## config.mk

```make
export PLATFORM = sky130hd
export DESIGN_NAME = bcd_timer_ctrl_flat
export DESIGN_NICKNAME = d
export VERILOG_FILES = /design/src/rtl/bcd_timer_ctrl_if.sv /design/src/rtl/bcd_timer_ctrl.sv /design/src/flat_wrapper.sv
export SDC_FILE = /design/constraint.sdc
export NUM_CORES = 1
export LEC_CHECK = 0
export CAP_MARGIN = 10
export CORE_MARGIN = 2
export CORE_UTILIZATION = 44
export DETAILED_ROUTE_END_ITERATION = 8
export MAX_ROUTING_LAYER = met4
export PLACE_DENSITY = 0.72
export RECOVER_POWER = 50
export SLEW_MARGIN = 20
export SYNTH_ARGS = -nofsm -noshare
export SYNTH_HDL_FRONTEND = slang
export SYNTH_SLANG_ARGS = --single-unit
export TNS_END_PERCENT = 100
```

## constraint.sdc

```tcl
create_clock -name clk_in -period 2.1 [get_ports clk_in]
set_input_delay 0.42 -clock clk_in [delete_from_list [all_inputs] [get_ports clk_in]]
set_output_delay 0.42 -clock clk_in [all_outputs]
set_load 0.02 [all_outputs]
```

## src/rtl/bcd_timer_ctrl_if.sv

```systemverilog
// Button, load and digit signals shared between the BCD timer and its driver.
`default_nettype none

interface bcd_timer_ctrl_if;
  logic       btn_start;
  logic       btn_clear;
  logic       mode_down;
  logic       load_en;
  logic [3:0] load_tens;
  logic [3:0] load_ones;
  logic [3:0] d_1;
  logic [3:0] d_2;
  logic       running;
  logic       done;

  modport master (
    output btn_start, btn_clear, mode_down, load_en, load_tens, load_ones,
    input  d_1, d_2, running, done
  );

  modport slave (
    input  btn_start, btn_clear, mode_down, load_en, load_tens, load_ones,
    output d_1, d_2, running, done
  );
endinterface

`default_nettype wire

```

## src/rtl/bcd_timer_ctrl.sv

```systemverilog
// Two-digit BCD up/down seconds timer with start/pause, clear and load control.
`default_nettype none

module bcd_timer_ctrl #(
  parameter int TICK_DIV = 100000000,
  parameter int CNT_W    = 27
) (
  input  logic             clk_in,
  input  logic             rst,
  bcd_timer_ctrl_if.slave  bus
);

  typedef enum logic [1:0] {
    ST_IDLE  = 2'd0,
    ST_RUN   = 2'd1,
    ST_PAUSE = 2'd2,
    ST_DONE  = 2'd3
  } state_t;

  localparam logic [CNT_W-1:0] TICK_LAST = CNT_W'(TICK_DIV - 1);

  logic start_s1_q, start_s2_q, start_s3_q;
  logic clear_s1_q, clear_s2_q;
  logic mode_s1_q, mode_s2_q;

  always_ff @(posedge clk_in or posedge rst) begin
    if (rst) begin
      start_s1_q <= 1'b0;
      start_s2_q <= 1'b0;
      start_s3_q <= 1'b0;
      clear_s1_q <= 1'b0;
      clear_s2_q <= 1'b0;
      mode_s1_q  <= 1'b0;
      mode_s2_q  <= 1'b0;
    end else begin
      start_s1_q <= bus.btn_start;
      start_s2_q <= start_s1_q;
      start_s3_q <= start_s2_q;
      clear_s1_q <= bus.btn_clear;
      clear_s2_q <= clear_s1_q;
      mode_s1_q  <= bus.mode_down;
      mode_s2_q  <= mode_s1_q;
    end
  end

  logic start_evt, clear_req, count_down;
  assign start_evt  = start_s2_q & ~start_s3_q;
  assign clear_req  = clear_s2_q;
  assign count_down = mode_s2_q;

  state_t           state_q, state_d;
  logic [3:0]       ones_q, ones_d, tens_q, tens_d;
  logic [CNT_W-1:0] presc_q, presc_d;
  logic             running_q, running_d, done_q, done_d;

  logic       tick, at_max, at_min;
  logic [3:0] load_ones_clamp, load_tens_clamp;

  assign tick            = (presc_q == TICK_LAST);
  assign at_max          = (tens_q == 4'd9) && (ones_q == 4'd9);
  assign at_min          = (tens_q == 4'd0) && (ones_q == 4'd0);
  assign load_ones_clamp = (bus.load_ones > 4'd9) ? 4'd9 : bus.load_ones;
  assign load_tens_clamp = (bus.load_tens > 4'd9) ? 4'd9 : bus.load_tens;

  always_comb begin
    state_d = state_q;
    ones_d  = ones_q;
    tens_d  = tens_q;
    presc_d = presc_q;

    if (clear_req) begin
      state_d = ST_IDLE;
      ones_d  = 4'd0;
      tens_d  = 4'd0;
      presc_d = '0;
    end else begin
      case (state_q)
        ST_IDLE: begin
          if (bus.load_en) begin
            ones_d = load_ones_clamp;
            tens_d = load_tens_clamp;
          end else if (start_evt) begin
            if ((count_down && at_min) || (!count_down && at_max)) begin
              state_d = ST_DONE;
            end else begin
              state_d = ST_RUN;
              presc_d = '0;
            end
          end
        end

        ST_RUN: begin
          // On the pausing edge the prescaler keeps its phase unless it wraps.
          if (tick)           presc_d = '0;
          else if (!start_evt) presc_d = presc_q + CNT_W'(1);

          if (tick) begin
            if (count_down) begin
              if (at_min) begin
                state_d = ST_DONE;
              end else begin
                if (ones_q == 4'd0) begin
                  ones_d = 4'd9;
                  tens_d = tens_q - 4'd1;
                end else begin
                  ones_d = ones_q - 4'd1;
                end
                if ((tens_q == 4'd0) && (ones_q == 4'd1)) state_d = ST_DONE;
              end
            end else begin
              if (at_max) begin
                state_d = ST_DONE;
              end else begin
                if (ones_q == 4'd9) begin
                  ones_d = 4'd0;
                  tens_d = tens_q + 4'd1;
                end else begin
                  ones_d = ones_q + 4'd1;
                end
                if ((tens_q == 4'd9) && (ones_q == 4'd8)) state_d = ST_DONE;
              end
            end
          end

          if (start_evt && (state_d == ST_RUN)) state_d = ST_PAUSE;
        end

        ST_PAUSE: begin
          if (start_evt) state_d = ST_RUN;
        end

        ST_DONE: begin
          if (start_evt) state_d = ST_IDLE;
        end

        default: state_d = ST_IDLE;
      endcase
    end

    running_d = (state_d == ST_RUN);
    done_d    = (state_d == ST_DONE);
  end

  always_ff @(posedge clk_in or posedge rst) begin
    if (rst) begin
      state_q   <= ST_IDLE;
      ones_q    <= 4'd0;
      tens_q    <= 4'd0;
      presc_q   <= '0;
      running_q <= 1'b0;
      done_q    <= 1'b0;
    end else begin
      state_q   <= state_d;
      ones_q    <= ones_d;
      tens_q    <= tens_d;
      presc_q   <= presc_d;
      running_q <= running_d;
      done_q    <= done_d;
    end
  end

  assign bus.d_1     = ones_q;
  assign bus.d_2     = tens_q;
  assign bus.running = running_q;
  assign bus.done    = done_q;

endmodule

`default_nettype wire

```

## src/flat_wrapper.sv

```systemverilog
// flat-port wrapper written by rule: the top's interface ports become plain ports
module bcd_timer_ctrl_flat 
#(
  parameter int TICK_DIV = 100000000,
  parameter int CNT_W    = 27
)
  (clk_in, rst, bus_btn_start, bus_btn_clear, bus_mode_down, bus_load_en, bus_load_tens, bus_load_ones, bus_d_1, bus_d_2, bus_running, bus_done);
  bcd_timer_ctrl_if bus_i ();
  input  logic clk_in;
  input  logic rst;
  input wire logic [$bits(bus_i.btn_start)-1:0] bus_btn_start;
  input wire logic [$bits(bus_i.btn_clear)-1:0] bus_btn_clear;
  input wire logic [$bits(bus_i.mode_down)-1:0] bus_mode_down;
  input wire logic [$bits(bus_i.load_en)-1:0] bus_load_en;
  input wire logic [$bits(bus_i.load_tens)-1:0] bus_load_tens;
  input wire logic [$bits(bus_i.load_ones)-1:0] bus_load_ones;
  output wire logic [$bits(bus_i.d_1)-1:0] bus_d_1;
  output wire logic [$bits(bus_i.d_2)-1:0] bus_d_2;
  output wire logic [$bits(bus_i.running)-1:0] bus_running;
  output wire logic [$bits(bus_i.done)-1:0] bus_done;
  assign bus_i.btn_start = bus_btn_start;
  assign bus_i.btn_clear = bus_btn_clear;
  assign bus_i.mode_down = bus_mode_down;
  assign bus_i.load_en = bus_load_en;
  assign bus_i.load_tens = bus_load_tens;
  assign bus_i.load_ones = bus_load_ones;
  assign bus_d_1 = bus_i.d_1;
  assign bus_d_2 = bus_i.d_2;
  assign bus_running = bus_i.running;
  assign bus_done = bus_i.done;
  bcd_timer_ctrl #(.TICK_DIV(TICK_DIV), .CNT_W(CNT_W)) u_core (.clk_in(clk_in), .rst(rst), .bus(bus_i));
endmodule
```

==> impl_metrics.ini, run 1 <==
[status]
status = complete, but fails checks
violations = negative setup slack

[sta]
finalCriticalPeriod_ps = 2117
worst_hold_slack_ps = 353.1
setup_slack_ps = -16.73
post-route-period-util = 1.008
grt_setup_unrepaired = true
slew_violations = 0
slew_headroom = 0.4654
setup_viol = 12
fmax_mhz = 472.4
final_hold_viol_count = 0
finalClockSkew_ps = 10.66
worst_pin_slew_ps = 801.0

[clock_network]
numCtsBuffers = 5
cts_hold_buffers = 0
cts_htree_levels = 2
cts_max_path_buffers = 2
cts_tree = yes
clock_latency_ps = 310
clock-sinks = 46
clockRootBuffer = clkbuf_8
path_clk_slew_ps = 80

[finish]
final_core_util = 0.6314
stdcell_area_um2 = 4055
fin_nets = 403
drive_gt1_frac = 0.3220
multi_input_area_um2 = 1902
layout_common_cells = buf_4 (44), dfrtp_1 (44), nor2_1 (24)
syn_to_final_growth_pct = 37.04
n_antenna_cell = 0
final-seq-area_um2 = 1154
final_cells = 459
nFillCells = 507

[place]
detailed_place.area_um2 = 3590
dp_cells = 443
port-buffer-count = 23
gp_congestion = 0.9062
dpl.hpwl_um = 5295

[pwr]
peakVddDrop_uv = 474.6
sw_frac_of_total = 0.3006
p_int_mw = 1.644
p_leak_nw = 1.601
p_comb_frac = 0.302
netSwitchingPower_mw = 0.7066
p_per_area_nw_per_um2 = 579.7
clock_power_share = 0.280
p_seq_frac = 0.417

[synthesis]
ys_top_cells_by_area = dfrtp_1 (39%), o31ai_1 (6.1%), or4_1 (6.1%)
netlist_instances = 314
synth_area_um2 = 2959
yosysTopAreaCell = dfrtp_1
yosysTopAreaCellShare = 0.3890
synth.avg_cell_area_um2 = 9.424
synth_flop_cell = dfrtp_1
ys_types = 60
synthesis.nets = 336
async_flop_share = 1.000
synth_warnings = 0
ys_ff_latch = 46
ys_seq_area_frac = 0.3890
synth_enable_flop_cells = 0

[routing]
wirelength_um = 7954
routed_via_density = 6.131
first_pass_iters = 5
dr_total_vias = 2814
ant_nets = 0
wl_per_cell_um = 17.33
drc = 0
drtIter0Drc = 166

[worst_setup_path]
start_kind = flip-flop
worstPathArrival_ps = 2310
required_ps = 2290
worstPathMaxFanout = 8
cp-end-kind = flip-flop
worst-setup-path-type = reg2reg
rrSetupSlack_ps = -20

[die]
pin_count = 24
die_x_um = 86.01
rows = 29
coreArea_um2 = 6422
initial_core_util = 0.4607
die_area_um2 = 7397
dieHeight_um = 86.01

[global_route]
overflow = 0
antenna_found_initial = 0
grtUsageTotal = 0.2157
grt_max_degree = 35
grt_pass1_vias = 2651
grt_pass1_wl_um = 12530

[job]
maxCapViolations = 0

[min_path]
holdCritPathClass = reg2reg
[per-layer routing]
layer,routed length [um],track usage,up-vias
met5,0,-,-
met2,3887,0.3411,58
met3,309,0.02887,12
met1,3635,0.2921,1390
li1,-,-,1354
met4,121,0.05916,0
[per-stage QoR]
step | power (mW) | TNS, ps | worst slack (ps)
final | 2.351 | -74.40 | -16.73
after global routing | 2.447 | -2057 | -98.76
after CTS | 2.249 | 0 | 10.49
after detailed placement | 1.588 | -7913 | -417.5
after global placement | 1.579 | -6863 | -360.4
after floorplan | 1.332 | 0 | 1.306
[Yosys cell counts, types with 7 or more instances]
master / n
o21ai_0: 13
inv_1: 10
o31ai_1: 24
nand3_1: 8
dfrtp_1: 46
nor2_1: 24
a21oi_1: 28
nand4_1: 8
ha_1: 7
nand2_1: 16
buf_2: 12
or4_1: 24
nor3_1: 7
[power groups by stage]
stage	combinational (mW)	sequential (mW)	clock [mW]
2_1_floorplan	0.316	1.02	0
3_3_place_gp	0.591	0.988	0
3_5_place_dp	0.599	0.990	0
4_1_cts	0.615	0.973	0.661
5_1_grt	0.769	0.988	0.690
6_report	0.711	0.981	0.659
[what timing repair did]
item | in CTS | in global routing
endpoints found under the setup margin | 25 | 29
cloned | 0 | 5
setup buffers | 2 | 5
gates resized for setup | 10 | 43
pin swaps | 6 | 19
[sequential cells by signal, indices dropped and copies added, names as in the netlist]
signal / count
u_core.presc_q: 27
u_core.bus.d_1: 4
u_core.mode_s1_q: 1
u_core.bus.d_2: 4
u_core.state_q: 2
u_core.start_s3_q: 1
u_core.start_s1_q: 1
u_core.start_s2_q: 1
u_core.bus.running: 1
u_core.clear_s1_q: 1
u_core.clear_req: 1
u_core.count_down: 1
u_core.bus.done: 1
[area by class of cell]
class,instances,area share
Clock buffer,7,0.01882
Clock inverter,1,0.007405
Inverter,10,0.009256
Multi-Input combinational cell,238,0.4690
Sequential cell,46,0.2845
Tap cell,77,0.02376
Timing Repair Buffer,80,0.1873
[critical path, stage by stage, from the launching register on]
cell and delay [ps]:
dfrtp_2 400, inv_2 60, ha_4 160, nor4bb_4 160
a21oi_4 300, o21ai_4 120, buf_6 140, clkbuf_16 150
nor2_4 230, clkbuf_16 220, a21oi_2 40
[cell families after synthesis]
| family | synth area share |
|---|---|
| XOR/XNOR | 0.008881 |
| flip-flops | 0.3890 |
| multiplexers | 0.02241 |
| AND/OR/NAND/NOR | 0.2748 |
| AO/OA/AOI/OAI | 0.2190 |
| buffers and inverters | 0.04947 |
| adder cells (fa/ha/maj) | 0.03636 |
[path summary, 6_finish.rpt]
| check | startpoint | to | cells past startpoint |
|---|---|---|---|
| max | u_core.bus.d_1[0] | u_core.presc_q[10] | 10 |
| min | u_core.clear_s1_q | u_core.clear_req | 0 |
| max reg2reg | u_core.bus.d_1[0] | u_core.presc_q[10] | 10 |
| min reg2reg | u_core.clear_s1_q | u_core.clear_req | 0 |
| max in group asynchronous | rst | u_core.presc_q[22] | 3 |
| min in group asynchronous | rst | u_core.presc_q[15] | 2 |
Note: power is estimated with default switching activity, not from simulation.
==> inputs of run 2 (changes only) <==
--- a/config.mk
+++ b/config.mk
@@ -9,6 +9,7 @@
 export CORE_MARGIN = 2
 export CORE_UTILIZATION = 44
 export DETAILED_ROUTE_END_ITERATION = 8
+export GPL_TIMING_DRIVEN = 1
 export MAX_ROUTING_LAYER = met4
 export PLACE_DENSITY = 0.72
 export RECOVER_POWER = 50
==> results of run 2 <==
Final layout, timing and power as in run 1 (identical DEF).
